**config.mk**
```make
export PLATFORM = sky130hd
export DESIGN_NAME = bomb_ctrl_flat
export DESIGN_NICKNAME = d
export VERILOG_FILES = /design/src/rtl/bomb_pkg.sv /design/src/rtl/bomb_if.sv /design/src/rtl/bcd_countdown.sv /design/src/rtl/bomb_ctrl.sv /design/src/flat_wrapper.sv
export SDC_FILE = /design/constraint.sdc
export NUM_CORES = 1
export LEC_CHECK = 0
export BUFFER_PORTS_ARGS = -buffer_cell sky130_fd_sc_hd__buf_2
export CORE_ASPECT_RATIO = 0.7
export CORE_MARGIN = 5
export CORE_UTILIZATION = 25
export CTS_CLUSTER_DIAMETER = 150
export DETAILED_ROUTE_END_ITERATION = 6
export MAX_ROUTING_LAYER = met4
export SLEW_MARGIN = 20
export SYNTH_ARGS = -nofsm -noshare
export SYNTH_HDL_FRONTEND = slang
export SYNTH_SLANG_ARGS = --single-unit
```
**constraint.sdc**
```tcl
create_clock -name Clk -period 4.6 [get_ports Clk]
set_clock_uncertainty 0.1 [all_clocks]
set_input_delay 0.23 -clock Clk [delete_from_list [all_inputs] [get_ports Clk]]
set_output_delay 0.23 -clock Clk [all_outputs]
set_load 0.02 [all_outputs]
```
**src/rtl/bomb_pkg.sv**
```systemverilog
// bomb_pkg: shared encodings for the defuse board.
// Game states, LFSR taps, BCD helpers and puzzle colours.
package bomb_pkg;

  typedef enum logic [2:0] {
    IDLE     = 3'd0,
    ARM      = 3'd1,
    RUN      = 3'd2,
    DEFUSED  = 3'd3,
    EXPLODED = 3'd4
  } state_e;

  // Fibonacci taps 16,14,13,11 -> bits 15,13,12,10
  localparam logic [15:0] LFSR_TAPS = 16'hB400;

  localparam int DIGIT_W = 4;

  localparam logic [2:0] RED  = 3'b011;
  localparam logic [2:0] BLUE = 3'b110;
  localparam logic [2:0] GREN = 3'b101;
  localparam logic [2:0] YELW = 3'b001;
  localparam logic [2:0] DARK = 3'b111;

  // seconds (1..599) -> {min, tens, ones} BCD
  function automatic logic [11:0] sec_to_bcd(
    input int unsigned s
  );
    int unsigned m;
    int unsigned r;
    m = s / 60;
    r = s % 60;
    return {4'(m), 4'(r / 10), 4'(r % 10)};
  endfunction

endpackage

```
**src/rtl/bomb_if.sv**
```systemverilog
// bomb_if: game bus between sequencer and board.
// master = bomb_ctrl; slave = puzzle modules/display.
interface bomb_if
  import bomb_pkg::*;
#(
  parameter int N_MOD = 3
);
  logic               start_btn;
  logic [N_MOD-1:0]   done;
  logic [N_MOD-1:0]   wrong_tog;
  logic [11:0]        oseed;
  logic               mod;
  logic [1:0]         wrong_time;
  logic               mod_rst;
  logic [DIGIT_W-1:0] min_o;
  logic [DIGIT_W-1:0] sec_t;
  logic [DIGIT_W-1:0] sec_o;
  logic [2:0]         state;
  logic               beep;

  modport master (
    input  start_btn, done, wrong_tog,
    output oseed, mod, wrong_time, mod_rst,
    output min_o, sec_t, sec_o, state, beep
  );

  modport slave (
    output start_btn, done, wrong_tog,
    input  oseed, mod, wrong_time, mod_rst,
    input  min_o, sec_t, sec_o, state, beep
  );
endinterface

```
**src/rtl/bcd_countdown.sv**
```systemverilog
// bcd_countdown: m:ss BCD down-counter with load.
// in: load/load_val/tick; out: digits, zero_next (reads 0:01).
module bcd_countdown
  import bomb_pkg::*;
#(
  parameter logic [11:0] INIT = 12'h500
) (
  input  logic               Clk,
  input  logic               Rst,
  input  logic               load,
  input  logic [11:0]        load_val,
  input  logic               tick,
  output logic [DIGIT_W-1:0] min_o,
  output logic [DIGIT_W-1:0] sec_t,
  output logic [DIGIT_W-1:0] sec_o,
  output logic               zero_next
);

  logic [3:0] min_q, min_d;
  logic [3:0] ten_q, ten_d;
  logic [3:0] one_q, one_d;

  always_comb begin
    min_d = min_q;
    ten_d = ten_q;
    one_d = one_q;
    if (load) begin
      {min_d, ten_d, one_d} = load_val;
    end else if (tick && {min_q, ten_q, one_q} != 12'h000) begin
      if (one_q != 4'd0) begin
        one_d = one_q - 4'd1;
      end else begin
        one_d = 4'd9;
        if (ten_q != 4'd0) begin
          ten_d = ten_q - 4'd1;
        end else begin
          ten_d = 4'd5;
          min_d = min_q - 4'd1;
        end
      end
    end
  end

  always_ff @(posedge Clk or posedge Rst) begin
    if (Rst) begin
      {min_q, ten_q, one_q} <= INIT;
    end else begin
      min_q <= min_d;
      ten_q <= ten_d;
      one_q <= one_d;
    end
  end

  assign min_o     = min_q;
  assign sec_t     = ten_q;
  assign sec_o     = one_q;
  assign zero_next = ({min_q, ten_q, one_q} == 12'h001);

endmodule

```
**src/rtl/bomb_ctrl.sv**
```systemverilog
// bomb_ctrl: defuse-board round sequencer (FSM, LFSR,
// second divider, strike detect); timer in bcd_countdown.
module bomb_ctrl
  import bomb_pkg::*;
#(
  parameter int          N_MOD     = 3,
  parameter int          TICK_DIV  = 1000,
  parameter int          START_SEC = 300,
  parameter logic [15:0] LFSR_INIT = 16'hACE1
) (
  input logic   Clk,
  input logic   Rst,
  bomb_if.master io
);

  localparam int DIV_W =
    (TICK_DIV > 1) ? $clog2(TICK_DIV) : 1;
  localparam logic [DIV_W-1:0] DIV_MAX =
    DIV_W'(TICK_DIV - 1);
  localparam logic [11:0] START_BCD =
    sec_to_bcd(START_SEC);

  state_e             state_q, state_d;
  logic [15:0]        lfsr_q, lfsr_d;
  logic               btn_q, btn_d;
  logic               btnp_q, btnp_d;
  logic [N_MOD-1:0]   tog_q, tog_d;
  logic [N_MOD-1:0]   togp_q, togp_d;
  logic [N_MOD-1:0]   done_q, done_d;
  logic [DIV_W-1:0]   div_q, div_d;
  logic [11:0]        oseed_q, oseed_d;
  logic               mod_q, mod_d;
  logic [1:0]         wtime_q, wtime_d;
  logic               mod_rst_q, mod_rst_d;
  logic               beep_q, beep_d;

  logic start_edge, strike, all_done;
  logic tick, load, dec, zero_next;

  logic [DIGIT_W-1:0] min_w, ten_w, one_w;

  always_comb begin
    lfsr_d = {lfsr_q[14:0], ^(lfsr_q & LFSR_TAPS)};
    btn_d  = io.start_btn;
    btnp_d = btn_q;
    tog_d  = io.wrong_tog;
    togp_d = tog_q;
    done_d = io.done;

    start_edge = btn_q & ~btnp_q;
    // multiple toggles in one cycle are a single strike
    strike     = |(tog_q ^ togp_q);
    all_done   = &done_q;
    tick       = (state_q == RUN) && (div_q == DIV_MAX);

    state_d = state_q;
    div_d   = '0;
    oseed_d = oseed_q;
    mod_d   = mod_q;
    wtime_d = wtime_q;
    load    = 1'b0;
    dec     = 1'b0;

    unique case (state_q)
      IDLE: begin
        load = 1'b1;
        if (start_edge) state_d = ARM;
      end
      ARM: begin
        load    = 1'b1;
        oseed_d = lfsr_q[11:0];
        mod_d   = lfsr_q[15];
        wtime_d = 2'd0;
        state_d = RUN;
      end
      RUN: begin
        div_d = tick ? '0 : div_q + 1'b1;
        // defusing wins: the clock stops on that second
        dec   = tick & ~all_done;
        if (all_done) begin
          state_d = DEFUSED;
        end else if (strike && wtime_q == 2'd2) begin
          state_d = EXPLODED;
        end else begin
          if (strike) wtime_d = wtime_q + 2'd1;
          if (tick && zero_next) state_d = EXPLODED;
        end
      end
      DEFUSED, EXPLODED: begin
        if (start_edge) state_d = IDLE;
      end
      default: state_d = IDLE;
    endcase

    mod_rst_d = (state_d == IDLE);
    beep_d    = tick && (state_d == RUN);
  end

  always_ff @(posedge Clk or posedge Rst) begin
    if (Rst) begin
      state_q   <= IDLE;
      lfsr_q    <= LFSR_INIT;
      btn_q     <= 1'b0;
      btnp_q    <= 1'b0;
      tog_q     <= '0;
      togp_q    <= '0;
      done_q    <= '0;
      div_q     <= '0;
      oseed_q   <= '0;
      mod_q     <= 1'b0;
      wtime_q   <= 2'd0;
      mod_rst_q <= 1'b1;
      beep_q    <= 1'b0;
    end else begin
      state_q   <= state_d;
      lfsr_q    <= lfsr_d;
      btn_q     <= btn_d;
      btnp_q    <= btnp_d;
      tog_q     <= tog_d;
      togp_q    <= togp_d;
      done_q    <= done_d;
      div_q     <= div_d;
      oseed_q   <= oseed_d;
      mod_q     <= mod_d;
      wtime_q   <= wtime_d;
      mod_rst_q <= mod_rst_d;
      beep_q    <= beep_d;
    end
  end

  bcd_countdown #(
    .INIT(START_BCD)
  ) u_timer (
    .Clk      (Clk),
    .Rst      (Rst),
    .load     (load),
    .load_val (START_BCD),
    .tick     (dec),
    .min_o    (min_w),
    .sec_t    (ten_w),
    .sec_o    (one_w),
    .zero_next(zero_next)
  );

  assign io.oseed      = oseed_q;
  assign io.mod        = mod_q;
  assign io.wrong_time = wtime_q;
  assign io.mod_rst    = mod_rst_q;
  assign io.min_o      = min_w;
  assign io.sec_t      = ten_w;
  assign io.sec_o      = one_w;
  assign io.state      = state_q;
  assign io.beep       = beep_q;

endmodule

```
**src/flat_wrapper.sv**
```systemverilog
// flat-port wrapper written by rule: the top's interface ports become plain ports
module bomb_ctrl_flat import bomb_pkg::*;
#(
  parameter int          N_MOD     = 3,
  parameter int          TICK_DIV  = 1000,
  parameter int          START_SEC = 300,
  parameter logic [15:0] LFSR_INIT = 16'hACE1
)
  (Clk, Rst, io_start_btn, io_done, io_wrong_tog, io_oseed, io_mod, io_wrong_time, io_mod_rst, io_min_o, io_sec_t, io_sec_o, io_state, io_beep);
  bomb_if #(.N_MOD(N_MOD)) io_i ();
  input logic Clk;
  input logic Rst;
  input wire logic [$bits(io_i.start_btn)-1:0] io_start_btn;
  input wire logic [$bits(io_i.done)-1:0] io_done;
  input wire logic [$bits(io_i.wrong_tog)-1:0] io_wrong_tog;
  output wire logic [$bits(io_i.oseed)-1:0] io_oseed;
  output wire logic [$bits(io_i.mod)-1:0] io_mod;
  output wire logic [$bits(io_i.wrong_time)-1:0] io_wrong_time;
  output wire logic [$bits(io_i.mod_rst)-1:0] io_mod_rst;
  output wire logic [$bits(io_i.min_o)-1:0] io_min_o;
  output wire logic [$bits(io_i.sec_t)-1:0] io_sec_t;
  output wire logic [$bits(io_i.sec_o)-1:0] io_sec_o;
  output wire logic [$bits(io_i.state)-1:0] io_state;
  output wire logic [$bits(io_i.beep)-1:0] io_beep;
  assign io_i.start_btn = io_start_btn;
  assign io_i.done = io_done;
  assign io_i.wrong_tog = io_wrong_tog;
  assign io_oseed = io_i.oseed;
  assign io_mod = io_i.mod;
  assign io_wrong_time = io_i.wrong_time;
  assign io_mod_rst = io_i.mod_rst;
  assign io_min_o = io_i.min_o;
  assign io_sec_t = io_i.sec_t;
  assign io_sec_o = io_i.sec_o;
  assign io_state = io_i.state;
  assign io_beep = io_i.beep;
  bomb_ctrl #(.N_MOD(N_MOD), .TICK_DIV(TICK_DIV), .START_SEC(START_SEC), .LFSR_INIT(LFSR_INIT)) u_core (.Clk(Clk), .Rst(Rst), .io(io_i));
endmodule
```
==> results.sh <==
export IMPL_status="finished with violations"
export IMPL_violations="negative hold slack"
export IMPL_rsz0062_at_grt="false"
export IMPL_period_minus_slack_ns=2.400
export IMPL_clock_root_buffer="clkbuf_16"
export IMPL_first_pass_iters=4
export IMPL_cp_data_arrival_time_ns=2.55
export IMPL_ant_nets=0
export IMPL_synth_area_leaders="dfrtp_1 (52%), dfstp_2 (10%), mux2_2 (5.7%)"
export IMPL_ys_ff_latch=69
export IMPL_synth_top_cell_area_share_pct=52.18
export IMPL_finalSetupViolCount=0
export IMPL_hold_class="primary input to asynchronous set/reset pin"
export IMPL_postCtsHoldBufs=7
export IMPL_cts_resized=0
export IMPL_synth_area_um2=2781
export IMPL_tightest_slew_ns=0.8504
export IMPL_yosysUniqueCellTypes=42
export IMPL_layout_commonest_cell="dfrtp_1"
export IMPL_leakage_uw=0.001639
export IMPL_seq_area_um2=1740
export IMPL_wirelength_um=5454
export IMPL_first_global_vias=1820
export IMPL_dieWidth_um=136.1
export IMPL_reg2reg_depth=7
export IMPL_drc=0
export IMPL_viasPerCell=4.158
export IMPL_drt_initial_drc_count=129
export IMPL_synth_fp_nets=241
export IMPL_r2r_start="u_core.u_timer.sec_o[0]"
export IMPL_yosys_area_top_type="dfrtp_1"
export IMPL_hpwl_um=3880
export IMPL_seq_area_frac_synth_pct=62.57
export IMPL_end_kind="flop"
export IMPL_portBuffers=40
export IMPL_path_clk_slew_ns=0.05
export IMPL_h_tree_depth=3
export IMPL_avgSynthCellArea_um2=12.36
export IMPL_antenna_found_initial=0
export IMPL_maxSlewViolCount=0
export IMPL_hold_violations=31
export IMPL_gr_usage_all_layers_pct=9.244
export IMPL_crit_fanout=6
export IMPL_crit_end="u_core.u_timer.sec_t[3]"
export IMPL_worstPathRequired_ns=4.75
export IMPL_multi_input_area_um2=979.7
export IMPL_gp_congestion=0.8756
export IMPL_crit_start="u_core.u_timer.sec_o[0]"
export IMPL_layout_drive_gt1_share_pct=31.69
export IMPL_grt_pass1_wl_um=9280
export IMPL_synth_cells=225
export IMPL_ys_warn_count=0
export IMPL_post_cts_buffers=0
export IMPL_timing_final_crit_share_pct=52.17
export IMPL_fill_cells=1093
export IMPL_clockBufferDepth=2
export IMPL_n_antenna_cell=0
export IMPL_cp_start_kind="flop"
export IMPL_p_per_area_nw_per_um2=460.3
export IMPL_clkSinkCount=69
export IMPL_final_cell_mix="dfrtp_1 (58), buf_2 (40), nor2_1 (22)"
export IMPL_vias=1817
export IMPL_relSlewSlack_pct=43.22
export IMPL_fin_setup_tns_ns=0
export IMPL_cts_buffers=9
export IMPL_area_growth_pct=26.32
export IMPL_rrSetupSlack_ns=2.20
export IMPL_ir_drop_mv=0.2705
export IMPL_timing_fmax_ghz=0.4167
export IMPL_whs_ns=-0.02552
export IMPL_grt_overflow=0
export IMPL_die_h_um=98.25
export IMPL_grt_max_degree=42
export IMPL_start_util_pct=25.45
export IMPL_core_area_um2=10930
export IMPL_crit_type="flop to flop"
export IMPL_io_pins=41
export IMPL_std_cell_rows=32
export IMPL_wire_per_inst_um=12.48
export IMPL_maxCapViolCount=0
export IMPL_nets=295
export IMPL_die_area_um2=13370
export IMPL_clk_latency_ns=0.33
export IMPL_r2r_end="u_core.u_timer.sec_t[3]"
export IMPL_tritoncts="done"
export IMPL_utilization_pct=32.14
## flip-flops by register name (all words and copies together), names as in the netlist
name and flops:
u_core.io.beep 1, u_core.div_q 10, u_core.done_q 3, u_core.btnp_q 1, u_core.tog_q 3, u_core.io.state 3, u_core.u_timer.min_o 4, u_core.io.wrong_time 2
u_core.lfsr_q 16, u_core.io.oseed 12, u_core.u_timer.sec_o 4, u_core.io.mod_rst 1, u_core.io.mod 1, u_core.togp_q 3, u_core.btn_q 1, u_core.u_timer.sec_t 4
## critical path: stages (launching register included)
cell	delay, ns
dfrtp_1	0.43
inv_1	0.10
ha_1	0.22
or3b_2	0.53
nor3_4	0.26
nand3_2	0.11
or4_1	0.41
a21oi_1	0.17
## logic make-up after synthesis
group	count (synthesis)	synth area share, %
AOI/OAI and AO/OA	16	3.734
xor gates and xnor gates	18	5.668
adders and majority gates	7	3.149
buffers and inverters	14	2.204
DFF	69	62.57
muxes	16	6.388
and+or+nand+nor	85	16.28
## how the worst min path moves through the flow
stage,startpoint,endpoint,slack (ns)
detailed placement,u_core.lfsr_q[14],u_core.lfsr_q[15],0.24
global placement,u_core.lfsr_q[14],u_core.lfsr_q[15],0.23
CTS,Rst,u_core.u_timer.sec_t[0],0.004
global route,Rst,u_core.u_timer.sec_t[2],0.06
floorplan,io_start_btn,u_core.btn_q,0.16
finish,Rst,u_core.u_timer.sec_t[1],-0.03
## cells in the mapped netlist, drive strengths merged
| master | number |
|---|---|
| nor3b | 3 |
| a21oi | 3 |
| nand2 | 17 |
| buf | 2 |
| and2 | 3 |
| xor2 | 10 |
| nand4 | 4 |
| ha | 7 |
| xnor2 | 8 |
| and3 | 3 |
| nand3b | 2 |
| or3 | 1 |
| nor3 | 8 |
| and4 | 1 |
| o31ai | 1 |
| or2 | 3 |
| o211ai | 1 |
| mux2i | 2 |
| nor4bb | 1 |
| or3b | 3 |
| nor2 | 22 |
| or4 | 2 |
| clkbuf | 3 |
| inv | 9 |
| nand3 | 9 |
| a311oi | 1 |
| mux2 | 14 |
| o21ai | 6 |
| a32o | 1 |
| dfstp | 11 |
| dfrtp | 58 |
| o221ai | 1 |
| nand2b | 1 |
| nor2b | 1 |
| nor4 | 1 |
| o21a | 1 |
| a2111oi | 1 |
## area by class of cell
| cell class | instances | share of cell area, % |
|---|---|---|
| Clock buffer | 13 | 7.692 |
| Timing Repair Buffer | 48 | 7.906 |
| Tap cell | 153 | 5.449 |
| Clock inverter | 3 | 0.5698 |
| Multi-Input combinational cell | 142 | 27.88 |
| Sequential cell | 69 | 49.54 |
| Inverter | 9 | 0.9615 |
## power by group
part	total, uW	switching, uW	internal, uW
registers	677	31.0	646
logic	291	190	101
clock network	649	241	408
total	1620	462	1150
## layer usage
layer	share of wire, %	up-vias	GRT usage [%]	wire (um)
li1	-	879	-	-
met1	49	887	12.34	2655
met2	43	42	12.40	2364
met3	6.5	9	4.274	357
met4	1.4	0	2.866	77
met5	0	-	-	0
## stage by stage
step                      instance area, um2  worst slack, ns  total power [uW]  instances
after global routing                    3513            2.088              1711        437
after floorplan                         2781            2.309             905.0        225
final                                   3513            2.200              1617        437
after CTS                               3513            2.212              1644        437
after detailed placement                3153            2.225             979.1        414
after global placement                  3153            2.321             973.8        414
Power figures use the tool's default switching activity.
